--- src/rtl/seq_acc_drain.sv ---
// seq_acc_drain: two-entry ping-pong capture of accumulator vectors, requantized
// (arithmetic shift + signed saturation) and streamed out as narrow valid/ready beats.
module seq_acc_drain #(
   parameter  int outputElements  = 32,
   parameter  int accumulatorBits = 16,
   parameter  int outBits         = 8,
   parameter  int lanesPerBeat    = 4,
   localparam int numBeats        = outputElements / lanesPerBeat,
   localparam int shiftBits       = $clog2(accumulatorBits),
   localparam int beatBits        = numBeats > 1 ? $clog2(numBeats) : 1
) (
   input  logic                                            clk,
   input  logic                                            nrst,
   input  logic                                            acc_valid_i,
   input  logic [outputElements-1:0][accumulatorBits-1:0]  acc_data_i,
   input  logic [shiftBits-1:0]                            shift_i,
   output logic                                            out_valid_o,
   input  logic                                            out_ready_i,
   output logic [lanesPerBeat-1:0][outBits-1:0]            out_data_o,
   output logic                                            out_last_o,
   output logic [beatBits-1:0]                             out_beat_o,
   output logic                                            busy_o,
   output logic                                            overflow_o,
   input  logic                                            clr_overflow_i
);
   typedef enum logic {IDLE, STREAM} state_t;
   typedef logic [numBeats-1:0][lanesPerBeat-1:0][accumulatorBits-1:0] vec_t;
   localparam logic signed [accumulatorBits-1:0] sat_hi = accumulatorBits'(2 ** (outBits - 1) - 1);
   localparam logic signed [accumulatorBits-1:0] sat_lo = ~sat_hi;
   state_t                r_state, w_next_state;
   vec_t                  r_data  [2];
   logic [shiftBits-1:0]  r_shift [2];
   logic [1:0]            r_full, w_full_next;
   logic                  r_wptr, r_rptr, r_ovf;
   logic [beatBits-1:0]   r_beat;
   logic                  w_done, w_cap, w_drop, w_rptr_next;
   vec_t                  w_vec;
   logic [shiftBits-1:0]  w_shift;
   assign w_vec       = r_data[r_rptr];
   assign w_shift     = r_shift[r_rptr];
   assign w_done      = out_valid_o && out_ready_i && out_last_o;
   // an entry draining its last beat on this edge may be refilled on the same edge
   assign w_cap       = acc_valid_i && (!r_full[r_wptr] || (w_done && r_wptr == r_rptr));
   assign w_drop      = acc_valid_i && !w_cap;
   assign w_rptr_next = r_rptr ^ w_done;
   always_comb begin
      w_full_next = r_full;
      if (w_done) w_full_next[r_rptr] = 1'b0;
      if (w_cap) w_full_next[r_wptr] = 1'b1;
   end
   // looking at next-cycle occupancy lets a fresh capture stream the following cycle
   always_comb begin
      w_next_state = r_state;
      out_valid_o  = r_state == STREAM;
      w_next_state = r_state == IDLE ? (w_full_next[r_rptr] ? STREAM : IDLE)
                                     : ((w_done && !w_full_next[w_rptr_next]) ? IDLE : STREAM);
   end
   assign out_last_o = out_valid_o && r_beat == beatBits'(numBeats - 1);
   assign out_beat_o = r_beat;
   assign busy_o     = |r_full;
   assign overflow_o = r_ovf;
   for (genvar j = 0; j < lanesPerBeat; j++) begin : g_lane
      logic signed [accumulatorBits-1:0] w_x, w_y;
      assign w_x = w_vec[r_beat][j];
      assign w_y = w_x >>> w_shift;
      assign out_data_o[j] = !out_valid_o ? '0
                           : w_y > sat_hi ? sat_hi[outBits-1:0]
                           : w_y < sat_lo ? sat_lo[outBits-1:0]
                           : w_y[outBits-1:0];
   end
   always_ff @(posedge clk) begin
      if (!nrst) begin
         r_state <= IDLE;
         r_full  <= '0;
         r_wptr  <= 1'b0;
         r_rptr  <= 1'b0;
         r_beat  <= '0;
         r_ovf   <= 1'b0;
      end else begin
         r_state <= w_next_state;
         r_full  <= w_full_next;
         r_wptr  <= r_wptr ^ w_cap;
         r_rptr  <= w_rptr_next;
         if (out_valid_o && out_ready_i) r_beat <= w_done ? '0 : r_beat + 1'b1;
         r_ovf   <= w_drop || (r_ovf && !clr_overflow_i);
      end
   end
   always_ff @(posedge clk) begin
      if (w_cap) begin
         r_data[r_wptr]  <= vec_t'(acc_data_i);
         r_shift[r_wptr] <= shift_i;
      end
   end
endmodule

--- config.mk ---
export PLATFORM = sky130hd
export DESIGN_NAME = seq_acc_drain
export DESIGN_NICKNAME = d
export VERILOG_FILES = /design/src/rtl/seq_acc_drain.sv
export SDC_FILE = /design/constraint.sdc
export NUM_CORES = 1
export LEC_CHECK = 0
export CORE_ASPECT_RATIO = 1.25
export CORE_UTILIZATION = 35
export DETAILED_ROUTE_END_ITERATION = 6
export DONT_BUFFER_PORTS = 1
export GPL_TIMING_DRIVEN = 1
export PLACE_DENSITY = 0.59
export SYNTH_ARGS = -nofsm -noshare
export SYNTH_HDL_FRONTEND = slang
export SYNTH_SLANG_ARGS = --single-unit
export TNS_END_PERCENT = 100
--- constraint.sdc ---
create_clock -name clk -period 29.5 [get_ports clk]
set_input_delay 7.375 -clock clk [delete_from_list [all_inputs] [get_ports clk]]
set_output_delay 7.375 -clock clk [all_outputs]
set_load 0.01 [all_outputs]
==> impl_metrics.ini, run 1 <==
[status]
outcome = finished, violations left
violations = design-rule violations

[yosys]
synth.avg_cell_area_sq_um = 20.1
synth_area_sq_mm = 0.0432
yosys.cell_types.count = 86
ys_seq_area_share_pct = 72.1
synth_ff_type = edfxtp_1
synthesis.nets = 2677
ys_async_sr_fraction_pct = 0
synth_warnings = 0
synth_edf_count = 1032
syn-instance-count = 2152
ys_seq_elements = 1042

[die]
die_height_um = 395
core_sq_mm = 0.122
ioPinCount = 560
dieWidth_um = 316
start_util_pct = 35.4
fp-row-count = 143
die-area_sq_mm = 0.125

[clocking]
post_cts_resized = 0
cts_root_buf = clkbuf_16
htreeDepth = 3
cts.path.max_buffers = 3
ctsHoldBuffers = 0
cts_tree = yes
numClockSinks = 1042
postCtsSetupBuffers = 0
clkLatencyLatePin_ns = 0.72
clkTransAtPathRegs_ns = 0.06
cts_buffers = 105

[worst_setup_path]
r2r-end = r_data[0][25]
reg2reg_depth = 10
r2r-start = out_beat_o[0]
critPathKind = reg -> out
ff2ff_setup_slack_ns = 22.92
worstSetupEndpointType = output port
critPathMaxFanout = 59
crit_arrival_ns = 6.32
worstPathRequired_ns = 22.12
start_kind = register

[layout]
multiInputGateArea_sq_mm = 0.0112
area_growth_pct = 11.8
finalNonFillerCells = 3876
fin_util_pct = 39.6
nFillCells = 10900
final_layout_size_suffix_gt1_share_pct = 25.0
design_area_sq_mm = 0.0483
nets = 2698
seq_area_sq_mm = 0.0312

[sta]
period_share_pct = 46.4
rsz0062_at_grt = no
clock.fmax_ghz = 0.0730
hold_viol_final = 0
clock_skew_ns = 0.0303
fin_crit_ns = 13.69
slew_headroom_pct = 15.8
setup_tns_ns = 0
tightest_slew_ns = 1.26
finalSetupViolCount = 0
slew_violations = 0

[global_route]
grt_max_degree = 169
grt_pass1_wl_mm = 167
grt.overflow.total = 0
grt_pass1_vias = 22900
antenna_found_initial = 26
grtUsageTotal_pct = 19.0

[placement]
postPlaceCellArea_sq_mm = 0.0448
port_buffers = 0
dp.cells = 3661
gp_congestion = 0.934
dpl.hpwl_mm = 85.1

[min_path]
hold_class = reg -> reg
min_to = r_full[1]
worstHoldPathCells = 2
hp-start = r_full[1]

[routing]
ant_nets = 0
wl_per_cell_um = 30.8
drt-initial-drc-count = 2134
vias = 21600
wirelength_mm = 120
drc = 3
vias_per_cell = 5.56
drt_first_pass_iters = 7

[job]
maxCapViolCount = 0

[pwr]
leakage_nw = 15.1
vdd_drop_max_v = 0.0000552
power.density_mw_per_mm2 = 72.6
==> cell usage after synthesis (7+ instances only) <==
library cell | number | share of area, %
buf_12 | 9 | 0.42
a31oi_1 | 8 | 0.12
nand3_1 | 19 | 0.22
o22ai_1 | 8 | 0.12
o21ai_1 | 17 | 0.20
nand2_1 | 118 | 1.0
buf_2 | 35 | 0.41
clkbuf_1 | 33 | 0.29
nor2b_1 | 7 | 0.10
dfxtp_1 | 10 | 0.46
mux2i_1 | 100 | 2.3
buf_4 | 18 | 0.31
a221oi_1 | 11 | 0.22
edfxtp_1 | 1032 | 72
o31ai_1 | 11 | 0.19
buf_6 | 14 | 0.36
buf_1 | 11 | 0.095
a221o_1 | 8 | 0.19
mux2_2 | 48 | 1.3
nor2_1 | 85 | 0.74
mux4_2 | 284 | 15
o21ai_0 | 27 | 0.31
inv_1 | 7 | 0.061
and2_1 | 9 | 0.13
o211ai_1 | 23 | 0.40
a22oi_1 | 21 | 0.36
a21o_1 | 7 | 0.12
nor3_1 | 12 | 0.14
a21oi_1 | 54 | 0.63
==> how the worst max path moves through the flow <==
stage | slack [ns] | start | cells after the start | end
final | 15.81 | out_beat_o[0] | 9 | out_data_o[2]
after global routing | 15.53 | out_beat_o[0] | 9 | out_data_o[2]
after detailed placement | 16.51 | out_beat_o[0] | 11 | out_data_o[16]
after global placement | 16.62 | out_beat_o[0] | 11 | out_data_o[16]
after floorplan | 8.79 | out_ready_i | 5 | r_data[0][0]
after CTS | 15.71 | out_beat_o[0] | 11 | out_data_o[16]
==> layout by cell type (no fill, tap or decap), drive strengths merged, types with 4 or more instances in the layout <==
| cell | instances |
|---|---|
| a211oi | 6 |
| a21boi | 5 |
| a21o | 7 |
| a21oi | 57 |
| a221o | 8 |
| a221oi | 12 |
| a22oi | 23 |
| a31oi | 8 |
| and2 | 9 |
| buf | 37 |
| bufinv | 14 |
| clkbuf | 129 |
| clkinv | 28 |
| clkinvlp | 10 |
| dfxtp | 10 |
| diode | 26 |
| edfxtp | 1032 |
| ha | 4 |
| inv | 17 |
| mux2 | 49 |
| mux2i | 103 |
| mux4 | 284 |
| nand2 | 119 |
| nand2b | 5 |
| nand3 | 19 |
| nor2 | 86 |
| nor2b | 7 |
| nor3 | 13 |
| nor4 | 5 |
| o211ai | 25 |
| o21ai | 47 |
| o22ai | 9 |
| o31ai | 12 |
| or2 | 4 |
==> per-stage QoR <==
stage | hold slack [ns] | worst slack (ns) | power (mW)
floorplan | 0.511 | 8.79 | 2.13
global placement | 0.536 | 16.62 | 2.18
detailed placement | 0.597 | 16.51 | 2.19
CTS | 0.606 | 15.71 | 3.55
global route | 0.624 | 15.53 | 3.62
finish | 0.598 | 15.81 | 3.51
==> logic make-up (layout without fill, tap and decap cells) <==
logic type,Yosys count,in the layout,synth area share (%)
XOR/XNOR,1,1,0.0203
other,0,26,0
AO/OA/AOI/OAI,257,257,4.28
adder cells (fa/ha/maj),4,4,0.116
multiplexers,436,436,18.5
buffers and inverters,132,235,2.06
AND/OR/NAND/NOR,280,280,2.89
flip-flops,1042,1042,72.1
==> layer usage <==
metal | vias to the layer above | GRT usage, % | part of all wire [%]
li1 | 9101 | - | -
met1 | 11200 | 20.9 | 34
met2 | 1060 | 32.4 | 51
met4 | 16 | 6.68 | 2.9
met5 | - | 0 | 0.090
met3 | 209 | 8.32 | 12
==> where the power goes <==
part / switching (mW) / internal [mW] / total [mW]
Sequential: 0.0274 / 1.77 / 1.80
Combinational: 0.235 / 0.123 / 0.358
Clock: 0.565 / 0.791 / 1.36
==> worst max-delay path, cell delays in order, from the launching register on <==
cell and delay, ns:
dfxtp_4 0.76, buf_4 0.80, buf_4 0.60, buf_4 0.77, mux4_2 0.41, mux4_2 0.58
nand2_1 0.11, a21oi_1 0.07, a2111oi_1 0.79, o31ai_1 0.43
==> area by class of cell <==
type                    count  share of cell area (%)
well taps                1595                    4.13
inverters                   9                  0.0854
flip-flops and latches   1042                    64.6
clock inverters            60                    1.55
repair buffers             37                   0.626
clock buffers             129                    5.71
multi-input cells         978                    23.2
diodes                     26                   0.135
==> state kept, by name (all words and copies together) (netlist names), named ones only <==
signal and flops:
out_valid_o 1, r_shift 8, out_beat_o 3, r_wptr 1
r_full 2, r_data 1024, r_rptr 1, overflow_o 1
(Power assumes the default switching activity.)
==> inputs of run 2 (changes only) <==
==> constraint.sdc (replaced) <==
create_clock -name clk -period 13.9 [get_ports clk]
set_input_delay 3.475 -clock clk [delete_from_list [all_inputs] [get_ports clk]]
set_output_delay 3.475 -clock clk [all_outputs]
set_load 0.01 [all_outputs]
==> run 2 against run 1 <==
Net effect:
- sequential cell count did not move
- critical endpoint is now out_data_o[16]
- setup slack worse by 12 ns
- largest power group unchanged
- core utilization about the same
- critical path type unchanged
- total power increased by 110%
- the run still ends with design-rule violations left
- via count decreased by 1.2%
- clock power rose by 110%
==> impl_metrics.ini, run 2 (synthesis gave the netlist of run 1 again) <==
[clocking]
cts_buffers = 104
cts_tree = yes
htreeDepth = 3
numClockSinks = 1042
cts_root_buf = clkbuf_16
postCtsSetupBuffers = 0
clkTransAtPathRegs_ns = 0.06
cts.path.max_buffers = 3
post_cts_resized = 0
clkLatencyLatePin_ns = 0.73
ctsHoldBuffers = 0

[worst_setup_path]
cp.buffers_inverters = 3
critical-path-max-stage-delay_ns = 0.84
worstPathRequired_ns = 10.43
ff2ff_setup_slack_ns = 7.48
crit_arrival_ns = 6.45
slowest_stage = o31ai_1
critPathMaxFanout = 48
crit_top_cell = buf_4
worstSetupEndpointType = output port
cp_top_family = buffers and inverters
crit_path_cell_trace = buf_4 -> buf_4 -> mux4_2 -> mux2_2 -> mux2i_1 -> a32o_1 -> or4_1 -> nor4_1 -> o22ai_2 -> o31ai_1 -> buf_4
critPathKind = reg -> out
start_kind = register

[global_route]
antenna_found_initial = 20
grt_max_degree = 160
grt_pass1_wl_mm = 164
grt_pass1_vias = 22600
grt.overflow.total = 0
grtUsageTotal_pct = 18.6

[sta]
clock_skew_ns = 0.0195
slew_violations = 0
period_share_pct = 71.4
slew_headroom_pct = 20.2
hold_viol_final = 0
fin_crit_ns = 9.93
rsz0062_at_grt = no
tightest_slew_ns = 1.20
holdWs_ns = 0.604
setup_tns_ns = 0
clock.fmax_ghz = 0.101
setup_slack_ns = 3.97
finalSetupViolCount = 0

[placement]
postPlaceCellArea_sq_mm = 0.0448
gp_congestion = 0.903
port_buffers = 0
place_ws_ns = 4.46
dp.cells = 3656
dpl.hpwl_mm = 82.4

[routing]
vias = 21300
drt-initial-drc-count = 1930
vias_per_cell = 5.51
drc = 3
wl_per_cell_um = 30.3
ant_nets = 0
drt_first_pass_iters = 7
wirelength_mm = 117

[die]
fp-row-count = 143
start_util_pct = 35.4
core_sq_mm = 0.122
dieWidth_um = 316
die_height_um = 395
die-area_sq_mm = 0.125
ioPinCount = 560

[layout]
area_growth_pct = 11.8
design_area_sq_mm = 0.0483
finalNonFillerCells = 3864
largest-register = r_data
mostFrequentLayoutCell = edfxtp_1
final_layout_size_suffix_gt1_share_pct = 24.8
fin_util_pct = 39.6
nets = 2692
layout_common_cells = edfxtp_1, mux4_2, nand2_1, clkbuf_16, mux2i_1
largest_reg_flops = 1024
nFillCells = 10900

[min_path]
hold_class = reg -> reg

[pwr]
pwr-share-seq_pct = 51.3
leakage_nw = 15.1
vdd_drop_max_v = 0.000123
net-switching-power_mw = 1.75
power_mw = 7.43
power.density_mw_per_mm2 = 154
combPwrFrac_pct = 10.2
clkPwrFrac_pct = 38.6
switching_share_pct = 23.5
p_int_mw = 5.68

[status]
violations = design-rule violations
outcome = finished, violations left

[job]
maxCapViolCount = 0
## run 2: changes by cell type in the layout (fill, tap and decap cells not counted), moves of 4 or more
| cell | previous run | this run |
|---|---|---|
| clkinvlp_4 | 10 | 4 |
| clkinv_1 | 12 | 23 |
| buf_12 | 2 | 7 |
| buf_4 | 35 | 25 |
| inv_6 | 6 | 10 |
| clkbuf_1 | 22 | 16 |
| diode_2 | 26 | 16 |
## run 2: final timing paths
kind	from	end	cells past startpoint
setup / recovery	register	out_data_o[16]	11
hold / removal	r_full[0]	r_full[0]	2
setup reg to reg	out_beat_o[0]	r_data[1][354]	11
hold reg to reg	r_full[0]	r_full[0]	2
## run 2: power by group through the flow
stage	Sequential [mW]	Combinational, mW	Clock, mW
detailed placement	3.88	0.763	0
global placement	3.86	0.752	0
floorplan	4.01	0.504	0
finish	3.81	0.756	2.86
global route	3.83	0.810	3.04
CTS	3.81	0.765	2.93
## run 2: area by class of cell
cell class	count	area (sq um)	share of cell area, %
Antenna cell	16	40.0	0.0829
Clock buffer	122	2710	5.61
Clock inverter	70	776	1.61
Inverter	9	41.3	0.0855
Multi-Input combinational cell	978	11200	23.2
Sequential cell	1042	31200	64.6
Tap cell	1595	2000	4.13
Timing Repair Buffer	32	328	0.678
## run 2: tightest hold or removal path, cell delays in order (launching register included)
cell and delay (ns):
dfxtp_1 0.33, o21ai_0 0.12, a21boi_0 0.10
## run 2: metal layers
layer	track usage [%]	up-vias	wire length [um]
met1	20.4	11000	40700
met2	31.5	973	59000
met5	0	-	138
met3	8.42	219	13600
li1	-	9085	-
met4	6.58	20	3610
==> inputs of run 3 (changes only) <==
==> constraint.sdc (replaced) <==
create_clock -name clk -period 10.3 [get_ports clk]
set_input_delay 2.575 -clock clk [delete_from_list [all_inputs] [get_ports clk]]
set_output_delay 2.575 -clock clk [all_outputs]
set_load 0.01 [all_outputs]
==> run 3 against run 2 <==
Net effect:
- the run now ends clean
- die area stayed put
- setup slack worse by 2.0 ns
- worst hold slack worse by 0.021 ns
- critical path depth stayed put
- combinational power is 38% higher
- wire length is 1.7% higher
- sequential power is 35% higher
- first-iteration DRC count is 6.0% higher
- critical endpoint is now out_data_o[24]
- clock power is 29% higher
==> impl_metrics.ini, run 3 (synthesis gave the netlist of run 1 again) <==
[status]
outcome = completed

[routing]
drt_first_pass_iters = 6
ant_nets = 0
drc = 0
vias = 21400
wirelength_mm = 119
drt-initial-drc-count = 2045
vias_per_cell = 5.53
wl_per_cell_um = 30.7

[placement]
place_ws_ns = 2.73
postPlaceCellArea_sq_mm = 0.0449
dpl.hpwl_mm = 84.2
gp_congestion = 0.914
port_buffers = 0

[clocking]
numClockSinks = 1042
clkTransAtPathRegs_ns = 0.07
clkLatencyLatePin_ns = 0.72
postCtsSetupBuffers = 0
cts_tree = yes
ctsHoldBuffers = 0
htreeDepth = 3
cts.path.max_buffers = 3
cts_buffers = 102
cts_root_buf = clkbuf_16
post_cts_resized = 0

[global_route]
grt_pass1_vias = 22500
grt_pass1_wl_mm = 165
grt.overflow.total = 0
use_met3_pct = 8.73
busiest_layer = met2
grt_max_degree = 166
met2_usage_pct = 32.1
use_met1_pct = 20.3
antenna_found_initial = 31
grtUsageTotal_pct = 18.9

[die]
ioPinCount = 560
start_util_pct = 35.4
dieWidth_um = 316
die_height_um = 395
fp-row-count = 143
core_sq_mm = 0.122
die-area_sq_mm = 0.125

[pwr]
power.density_mw_per_mm2 = 205
power_mw = 9.88
leakage_nw = 15.0
vdd_drop_max_v = 0.000170
clkPwrFrac_pct = 37.5
switching_share_pct = 24.0
combPwrFrac_pct = 10.5
net-switching-power_mw = 2.37
p_int_mw = 7.51
pwr-share-seq_pct = 52.0

[worst_setup_path]
r2r-end = r_data[0][489]
reg2reg_depth = 10
endpoint = out_data_o[24]
start_kind = register
ff2ff_setup_slack_ns = 5.47
critPathKind = reg -> out
critPathMaxFanout = 58
crit_arrival_ns = 5.77
worstSetupEndpointType = output port
worstPathRequired_ns = 7.73
r2r-start = out_beat_o[0]

[sta]
slew_violations = 0
slew_headroom_pct = 18.4
clock.fmax_ghz = 0.120
period_share_pct = 81.0
clock_skew_ns = 0.0320
fin_crit_ns = 8.34
setup_tns_ns = 0
rsz0062_at_grt = no
setup_slack_ns = 1.96
finalSetupViolCount = 0
hold_viol_final = 0
tightest_slew_ns = 1.20

[layout]
final_layout_size_suffix_gt1_share_pct = 24.9
mostFrequentLayoutCell = edfxtp_1
nets = 2695
largest_reg_flops = 1024
layout_common_cells = edfxtp_1, mux4_2, nand2_1, clkbuf_16, mux2i_1
design_area_sq_mm = 0.0482
area_growth_pct = 11.6
largest-register = r_data
nFillCells = 10900

[job]
maxCapViolCount = 0

[min_path]
hold_class = reg -> reg
run 3: cell count changes in the layout (fill, tap and decap cells not counted), sizes merged:
cell / change
clkinv: +17
inv: -6
bufinv: -5
clkinvlp: +1
diode: +5
buf: +5
clkbuf: -7
run 3: worst min-delay path by stage:
stage               from        end  depth (start not counted)
2_1_floorplan  r_full[1]  r_full[1]                          2
3_3_place_gp   r_full[1]  r_full[1]                          2
3_5_place_dp   r_full[1]  r_full[1]                          2
4_1_cts        r_full[1]  r_full[1]                          2
5_1_grt        r_full[1]  r_full[1]                          2
6_report       r_full[1]  r_full[1]                          2
run 3: cell type report:
class / count / area [sq um] / area share [%]
Antenna cell: 21 / 52.6 / 0.109
Clock buffer: 115 / 2640 / 5.48
Clock inverter: 77 / 683 / 1.42
Inverter: 9 / 41.3 / 0.0856
Multi-Input combinational cell: 978 / 11200 / 23.3
Sequential cell: 1042 / 31200 / 64.7
Tap cell: 1595 / 2000 / 4.14
Timing Repair Buffer: 37 / 407 / 0.843
run 3: per-stage QoR:
step / cells / hold WS (ns) / util (%)
4_1_cts: 3853 / 0.579 / 39.5
3_3_place_gp: 3660 / 0.544 / 36.8
6_report: 3874 / 0.584 / 39.5
2_1_floorplan: 2152 / 0.511 / -
5_1_grt: 3871 / 0.607 / 39.5
3_5_place_dp: 3661 / 0.570 / 36.8
run 3: critical path: stages (launching register included):
cell      delay, ns
dfxtp_4        0.89
buf_12         0.48
mux2_2         0.41
buf_4          0.32
nor2_1         0.53
nand2_1        0.42
mux2i_1        0.23
nor4_1         0.24
o21ai_1        0.15
o311ai_4       0.79
or2_1          0.34
o31ai_2        0.18
run 3: layer usage:
layer	routed length (um)	part of all wire (%)
met5	219	0.18
met4	4010	3.4
met3	14300	12
met1	40200	34
met2	60300	51
run 3: power groups by stage:
stage / logic (mW) / clock network, mW / registers [mW]
after floorplan: 0.681 / 0 / 5.41
after global placement: 1.03 / 0 / 5.21
after detailed placement: 1.05 / 0 / 5.23
after CTS: 1.05 / 3.80 / 5.14
after global routing: 1.11 / 3.95 / 5.16
final: 1.04 / 3.70 / 5.14
